$ cat src/rtl/image_capture_ctrl_pkg.sv
// Shared constants, state type and pixel helper for the image capture front end.
package image_capture_ctrl_pkg;

   localparam int unsigned IMG_W   = 32;
   localparam int unsigned IMG_PIX = IMG_W * IMG_W;
   localparam int unsigned IDX_W   = $clog2(IMG_PIX);

   localparam logic [3:0] TIMEOUT_DIGIT = 4'hF;

   typedef enum logic [1:0] {
      ST_FILL = 2'd0,
      ST_KICK = 2'd1,
      ST_WAIT = 2'd2,
      ST_DONE = 2'd3
   } cap_state_t;

   typedef logic [IDX_W-1:0] pix_idx_t;

   function automatic logic thresh_bit(input logic [7:0] pix, input logic [7:0] thresh);
      return (pix >= thresh);
   endfunction

endpackage

$ cat src/rtl/image_capture_ctrl_bit_buffer.sv
// 1024-bit bitmap store: indexed single-bit write, whole-buffer clear, write freeze.
module image_bit_buffer
   import image_capture_ctrl_pkg::*;
(
   input  logic               clk,
   input  logic               iRst_n,
   input  logic               i_clr,
   input  logic               i_freeze,
   input  logic               i_wr_en,
   input  pix_idx_t           i_wr_idx,
   input  logic               i_wr_bit,
   output logic [IMG_PIX-1:0] o_bits
);

   logic [IMG_PIX-1:0] r_bits;

   always_ff @(posedge clk) begin
      if (!iRst_n) begin
         r_bits <= '0;
      end else if (i_clr) begin
         r_bits <= '0;
      end else if (i_wr_en && !i_freeze) begin
         r_bits[i_wr_idx] <= i_wr_bit;
      end
   end

   assign o_bits = r_bits;

endmodule

$ cat src/rtl/image_capture_ctrl.sv
// Thresholds a raster pixel stream into a 32x32 bitmap, runs the TPU on it and
// hands the classified digit to the consumer with a valid/ack handshake.
module image_capture_ctrl
   import image_capture_ctrl_pkg::*;
#(
   parameter logic [7:0]  THRESH  = 8'd128,
   parameter logic [19:0] TIMEOUT = 20'd1000000
) (
   input  logic               clk,
   input  logic               iRst_n,
   input  logic [7:0]         pix_data,
   input  logic               pix_valid,
   input  logic               pix_sof,
   output logic               pix_ready,
   output logic [IMG_PIX-1:0] input_image,
   output logic               tpu_ena,
   output logic               tpu_rst_n,
   input  logic [3:0]         tpu_num,
   input  logic               tpu_overflow,
   input  logic               tpu_done,
   output logic               result_valid,
   input  logic               result_ack,
   output logic [3:0]         digit,
   output logic               overflow,
   output logic               timeout,
   output logic               resync_err
);

   cap_state_t  r_state,   w_state_nxt;
   pix_idx_t    r_cnt,     w_cnt_nxt;
   logic [19:0] r_wdog,    w_wdog_nxt;
   logic [3:0]  r_digit,   w_digit_nxt;
   logic        r_ovf,     w_ovf_nxt;
   logic        r_timeout, w_timeout_nxt;
   logic        r_resync,  w_resync_nxt;

   logic        w_accept;
   pix_idx_t    w_wr_idx;
   logic        w_wr_bit;
   logic        w_clr;
   logic        w_freeze;
   logic        w_tpu_done;

   assign w_accept   = pix_valid && (r_state == ST_FILL);
   // A start-of-frame pixel always lands at index 0, restarting the raster.
   assign w_wr_idx   = pix_sof ? '0 : r_cnt;
   assign w_wr_bit   = thresh_bit(pix_data, THRESH);
   assign w_tpu_done = (tpu_done === 1'b1);
   assign w_clr      = (r_state == ST_DONE) && result_ack;
   assign w_freeze   = (r_state != ST_FILL);

   image_bit_buffer u_buf (
      .clk      (clk),
      .iRst_n   (iRst_n),
      .i_clr    (w_clr),
      .i_freeze (w_freeze),
      .i_wr_en  (w_accept),
      .i_wr_idx (w_wr_idx),
      .i_wr_bit (w_wr_bit),
      .o_bits   (input_image)
   );

   always_ff @(posedge clk) begin
      if (!iRst_n) begin
         r_state   <= ST_FILL;
         r_cnt     <= '0;
         r_wdog    <= '0;
         r_digit   <= '0;
         r_ovf     <= 1'b0;
         r_timeout <= 1'b0;
         r_resync  <= 1'b0;
      end else begin
         r_state   <= w_state_nxt;
         r_cnt     <= w_cnt_nxt;
         r_wdog    <= w_wdog_nxt;
         r_digit   <= w_digit_nxt;
         r_ovf     <= w_ovf_nxt;
         r_timeout <= w_timeout_nxt;
         r_resync  <= w_resync_nxt;
      end
   end

   always_comb begin
      w_state_nxt   = r_state;
      w_cnt_nxt     = r_cnt;
      w_wdog_nxt    = r_wdog;
      w_digit_nxt   = r_digit;
      w_ovf_nxt     = r_ovf;
      w_timeout_nxt = r_timeout;
      w_resync_nxt  = r_resync;
      pix_ready     = 1'b0;
      tpu_ena       = 1'b0;
      tpu_rst_n     = 1'b1;
      result_valid  = 1'b0;

      case (r_state)
         ST_FILL: begin
            pix_ready = 1'b1;
            if (w_accept) begin
               w_cnt_nxt = w_wr_idx + 1'b1;
               if (pix_sof && (r_cnt != '0)) begin
                  w_resync_nxt = 1'b1;
               end
               if (w_wr_idx == pix_idx_t'(IMG_PIX - 1)) begin
                  w_state_nxt = ST_KICK;
               end
            end
         end
         ST_KICK: begin
            tpu_ena     = 1'b1;
            tpu_rst_n   = 1'b0;
            w_state_nxt = ST_WAIT;
         end
         ST_WAIT: begin
            tpu_ena    = 1'b1;
            w_wdog_nxt = r_wdog + 20'd1;
            // A done flag arriving on the timeout cycle still counts as done.
            if (w_tpu_done) begin
               w_digit_nxt = tpu_num;
               w_ovf_nxt   = tpu_overflow;
               w_state_nxt = ST_DONE;
            end else if (r_wdog == TIMEOUT - 20'd1) begin
               w_digit_nxt   = TIMEOUT_DIGIT;
               w_timeout_nxt = 1'b1;
               w_state_nxt   = ST_DONE;
            end
         end
         ST_DONE: begin
            tpu_ena      = 1'b1;
            result_valid = 1'b1;
            if (result_ack) begin
               w_timeout_nxt = 1'b0;
               w_wdog_nxt    = '0;
               w_state_nxt   = ST_FILL;
            end
         end
         default: begin
            w_state_nxt = ST_FILL;
         end
      endcase
   end

   assign digit      = r_digit;
   assign overflow   = r_ovf;
   assign timeout    = r_timeout;
   assign resync_err = r_resync;

endmodule
$ cat config.mk
export PLATFORM = sky130hd
export DESIGN_NAME = image_capture_ctrl
export DESIGN_NICKNAME = d
export VERILOG_FILES = /design/src/rtl/image_capture_ctrl_pkg.sv /design/src/rtl/image_capture_ctrl_bit_buffer.sv /design/src/rtl/image_capture_ctrl.sv
export SDC_FILE = /design/constraint.sdc
export NUM_CORES = 2
export LEC_CHECK = 0
export ABC_AREA = 0
export CAP_MARGIN = 20
export CORE_AREA = 2 2 410 412
export DETAILED_ROUTE_END_ITERATION = 7
export DIE_AREA = 0 0 412 414
export GPL_TIMING_DRIVEN = 0
export PLACE_DENSITY_LB_ADDON = 0.12
export SETUP_SLACK_MARGIN = 0.3
export SYNTH_ARGS = -nofsm -noshare
export SYNTH_HDL_FRONTEND = slang
export SYNTH_HIERARCHICAL = 1
export SYNTH_SLANG_ARGS = --single-unit
$ cat constraint.sdc
create_clock -name clk -period 2.49 [get_ports clk]
set_input_delay 0.498 -clock clk [delete_from_list [all_inputs] [get_ports clk]]
set_output_delay 0.498 -clock clk [all_outputs]
set_load 0.01 [all_outputs]
-- After elaboration in Yosys (flattened, before gate mapping)
Cells that the tools add are included.
- flip-flop bits (word level): 1063
- bits of input ports: 19
- word-level logic and storage cells: 68
- add/subtract/negate cells: 2
- $lt $le $gt $ge: 3
- equality and inequality tests: 12
- mux-type cells: 22
- bitwise gates (word level): 1
- reduce and logical (&&, ||, !) cells: 20
- operators with widths (kind ; number):
    1024-bit bitwise mux ; 1
    20-bit case mux with 2 select lines ; 1
    20-bit by 1-bit adder with 20-bit output (second input constant) ; 1
    20-bit equality test (second input constant) ; 1
    20-bit two-way mux ; 1
    10-bit by 11-bit less-than comparator with 1-bit output (second input constant) ; 1
    10-bit by 1-bit adder with 10-bit output (second input constant) ; 1
    1-bit demux with 10-bit select ; 1
    10-bit equality test (second input constant) ; 1
    10-bit by 1-bit >= comparator with 1-bit output (second input constant) ; 1
    10-bit two-way mux ; 1
    2-bit two-way mux ; 5
    10-bit nonzero test ; 1
    8-bit >= comparator (second input constant) ; 1
    1-bit two-way mux ; 8
    4-bit two-way mux ; 2
    2-bit case mux with 4 select lines ; 1
    2-bit AND reduction ; 4
    4-bit AND reduction ; 2
    2-bit != test (second input constant) ; 3
    2-bit nonzero test ; 3
    1-bit logical AND ; 5
    2-bit equality test (second input constant) ; 2
    2-bit by 1-bit != test with 1-bit output (second input constant) ; 2
    10 further kinds ; 10

-- Longest topological paths before layout
- depth after elaboration: 6
- depth in mapped cells: 10
- gate-level depth less buffers: 8

-- Cells and area by module
The synthesis kept the hierarchy.
- by module, submodules not included (module ; times used ; cells an instance ; area an instance (um^2) ; sequential area each (um^2)):
    image_bit_buffer ; 1 ; 4803 ; 44510.2 ; 20499.7
    image_capture_ctrl ; 1 ; 252 ; 2159.6 ; 780.7

-- Least setup slack after synthesis
Ideal clock, no wire load.
- kind: in2reg
- start: input pix_sof
- end: register r_state[0]
- data arrival time: 2.086 ns
- setup slack: 0.332 ns
- cell stages on the path: 8
- buffers on the path: 1
- path through: clkbuf_1 nor2b_1 ha_1 nand3_1 nor4_1 o21ai_0 a31oi_2 mux2i_1
- longest elaborated chain between the ends: 4
- ends and longest elaborated chain (what ; line ; source):
    start: declaration ; image_capture_ctrl.sv:13 ; input logic pix_sof,
    10-bit two-way mux ; image_capture_ctrl.sv:46 ; assign w_wr_idx = pix_sof ? '0 : r_cnt;
    net w_wr_idx[1] ; image_capture_ctrl.sv:38 ; pix_idx_t w_wr_idx;
    10-bit equality test ; image_capture_ctrl.sv:104 ; if (w_wr_idx == pix_idx_t'(IMG_PIX - 1)) begin
    2-bit by 1-bit != test with 1-bit output (no line) ; -- ;
    4-bit AND reduction (no line) ; -- ;
    end signal: assignment ; image_capture_ctrl.sv:73 ; r_state <= w_state_nxt;
    end: declaration ; image_capture_ctrl.sv:29 ; cap_state_t r_state, w_state_nxt;
The timed path passes the listed nets, and every way through them passes these cells.
A chain may end at the register's enable or synchronous reset.

-- Worst setup path in the final report
- start: register r_state[0]
- end: output tpu_ena
- longest elaborated chain between the ends: 3
- elaborated cells between the ends (all ways): 5
- classes of those cells: eq/ne: 3; mux: 1; reduce/logical: 1
- ends and longest elaborated chain (what ; line ; source):
    2-bit equality test / 2-bit by 1-bit equality test with 1-bit output (equally long branches) ; image_capture_ctrl.sv:96 ; case (r_state)
    3-bit OR reduction (no line) * ; -- ;
    1-bit two-way mux * ; image_capture_ctrl.sv:96 ;
    end: declaration ; image_capture_ctrl.sv:16 ; output logic tpu_ena,
Mark *: on every way between the ends. The rest lies on a longest branch, timed or not.

==> results.cfg <==
[outcome]
status = completed

[sta]
maxSlewViolCount = 0
hold_viol = 0
setup_tns_ns = 0
rsz0062_at_grt = true
worst_slew_pin_slew_ns = 0.906
fin_skew_ns = 0.0253
post-route-period-util_pct = 93.2
relSlewSlack_pct = 39.6
whs_ns = 0.299
worst_slack_ns = 0.168
setup_viol = 0
fmax_mhz = 431
period_needed_ns = 2.32

[global_routing]
met3_usage_pct = 7.73
gr-usage-met2_pct = 46.6
antenna_found_initial = 16
grt_pass1_wl_um = 342000
met1_usage_pct = 34.0
grt_pass1_vias = 44000
grt_busiest_layer = met2
globalRouteOverflowTotal = 0
grt_util_all_layers_pct = 27.8
grt_max_degree = 17

[clock_tree]
insertion_delay_ns = 0.78
cts_buffer_depth = 3
h-tree-depth = 4
hold_buffers = 0
cts_root_buffer = clkbuf_16
path_clk_slew_ns = 0.06
tritoncts = done
cts_buffers = 132
cts_sinks = 1063

[detailed_routing]
drt.antenna.violating_nets = 0
first_iter_violations = 3800
drc = 0
drt_wl_total_um = 251000
vias_per_cell = 5.23
dr.pass1.iters = 6
vias = 45000
routedWlPerCell_um = 29.2

[worst_setup_path]
crit_type = flip-flop to output pin
cp.required_ns = 1.99
crit_path_start_kind = flip-flop
crit_arrival_ns = 1.82
path_max_fanout = 4
cp-end-kind = output pin

[synth]
syn-instance-count = 5055
syn_area_um2 = 46700
ys_warn_count = 6
ys_ff_latch = 1063
synth_area_per_cell_um2 = 9.23
seq_area_frac_synth_pct = 45.6
syn_nets = 5081
synthFlopType = dfxtp_1
synth_edf_count = 0
synth-async-reset-ratio_pct = 0
ys_types = 57

[floorplanning]
start_util_pct = 28.1
core_area_um2 = 166000
fp.dieW_um = 412
chipHeight_um = 414
dieArea_um2 = 171000
rows = 150
ios = 1054

[placement]
numPortBuffers = 1045
placed_area_um2 = 59900
placed_cells = 8307
hpwl_um = 184000
gp_congestion = 0.883
dp_slack_ns = -1.54

[final_layout]
stdcell_area_um2 = 67800
final_cell_mix = nand2_1, dfxtp_1, mux2i_1, nand4_1, clkdlybuf4s50_1
nets = 6324
area_delta_synth_final_pct = 45.2
final_cells = 8603
mostFrequentLayoutCell = nand2_1
drive_above_1_share_pct = 15.9
utilization_pct = 40.8

[power]
irDropWorstVdd_mv = 0.696
total_power_mw = 38.1
leakage_nw = 33.8
power_density_nw_per_um2 = 562

[job]
drv_cap = 0

[hold_path]
hold_path_class = primary input to flip-flop
[path summary, 6_finish.rpt]
path	from	end	slack, ns	depth (start not counted)
setup / recovery	r_state[0]	tpu_ena	0.17	4
hold / removal	tpu_overflow	overflow	0.30	3
setup reg to reg	r_state[1]	u_buf/o_bits[33]	0.27	10
hold reg to reg	u_buf/o_bits[877]	u_buf/o_bits[877]	0.45	2
[critical path: stages (launching register included)]
cell and delay (ns):
dfxtp_4 0.38, inv_4 0.05, ha_1 0.20, inv_1 0.13
dlygate4sd2_1 0.28
[registers in the layout, summed over array words and instances (netlist names)]
register	count
resync_err	1
u_buf/o_bits	1024
overflow	1
r_wdog	20
digit	4
r_cnt	10
timeout	1
r_state	2
[logic make-up after synthesis]
| kind of cell | synth area share, % |
|---|---|
| muxes | 22.2 |
| DFF | 45.6 |
| xor gates and xnor gates | 0.113 |
| AOI/OAI and AO/OA | 0.705 |
| buffers and inverters | 7.20 |
| and+or+nand+nor | 24.0 |
| adders and majority gates | 0.188 |
[where the power goes]
part           total [mW]  switching (mW)  internal, mW
registers            17.0         0.00343          17.0
logic                1.59            1.09         0.494
clock network        19.5            8.07          11.4
[cell type report]
type,instances,area [µm²]
antenna,8,20.0
buffer,691,5190
clock buffer,198,3930
clock inverter,29,355
fill,16800,98500
inverter,10,48.8
multi-input combinational,3290,22200
sequential,1063,21300
tap,2204,2760
timing repair buffer,1110,11900
[per-layer routing]
metal	vias to the layer above	share of wire [%]
met5	-	0
met4	0	3.5
met3	307	8.1
met2	1699	48
met1	22400	41
li1	20600	-
[cell usage after synthesis (2+ instances only)]
cell / instances / area [µm²]
nand2_1: 1057 / 3970
nand4_1: 1024 / 6410
nand3_1: 18 / 90.1
buf_4: 28 / 210
nor3b_2: 6 / 75.1
nand2b_1: 7 / 43.8
and2_1: 7 / 43.8
and3b_1: 6 / 52.6
nor4_1: 3 / 18.8
and3_1: 9 / 56.3
or3_1: 2 / 12.5
nor2_1: 16 / 60.1
ha_1: 7 / 87.6
o221a_2: 4 / 45.0
nand3b_1: 2 / 15.0
buf_2: 489 / 2450
mux2i_1: 1034 / 10300
a21oi_1: 6 / 30.0
clkbuf_1: 157 / 589
dfxtp_1: 1063 / 21300
a21boi_0: 8 / 60.1
and4bb_1: 2 / 25.0
buf_1: 16 / 60.1
o21ai_0: 7 / 35.0
nor2b_1: 17 / 106
o211ai_1: 4 / 30.0
and3_4: 2 / 22.5
nor3_1: 4 / 20.0
and4_4: 2 / 22.5
a31oi_1: 2 / 12.5
inv_1: 10 / 37.5
o211a_1: 3 / 30.0
xor2_1: 5 / 43.8
o21a_1: 5 / 37.5
[repair_timing]
action,in CTS,in global routing
setup endpoints to repair,2054,2039
cloned,3,16
buffers inserted,15,28
gates resized for setup,500,604
pin swaps,4,6
Note: power is estimated with default switching activity, not from simulation.
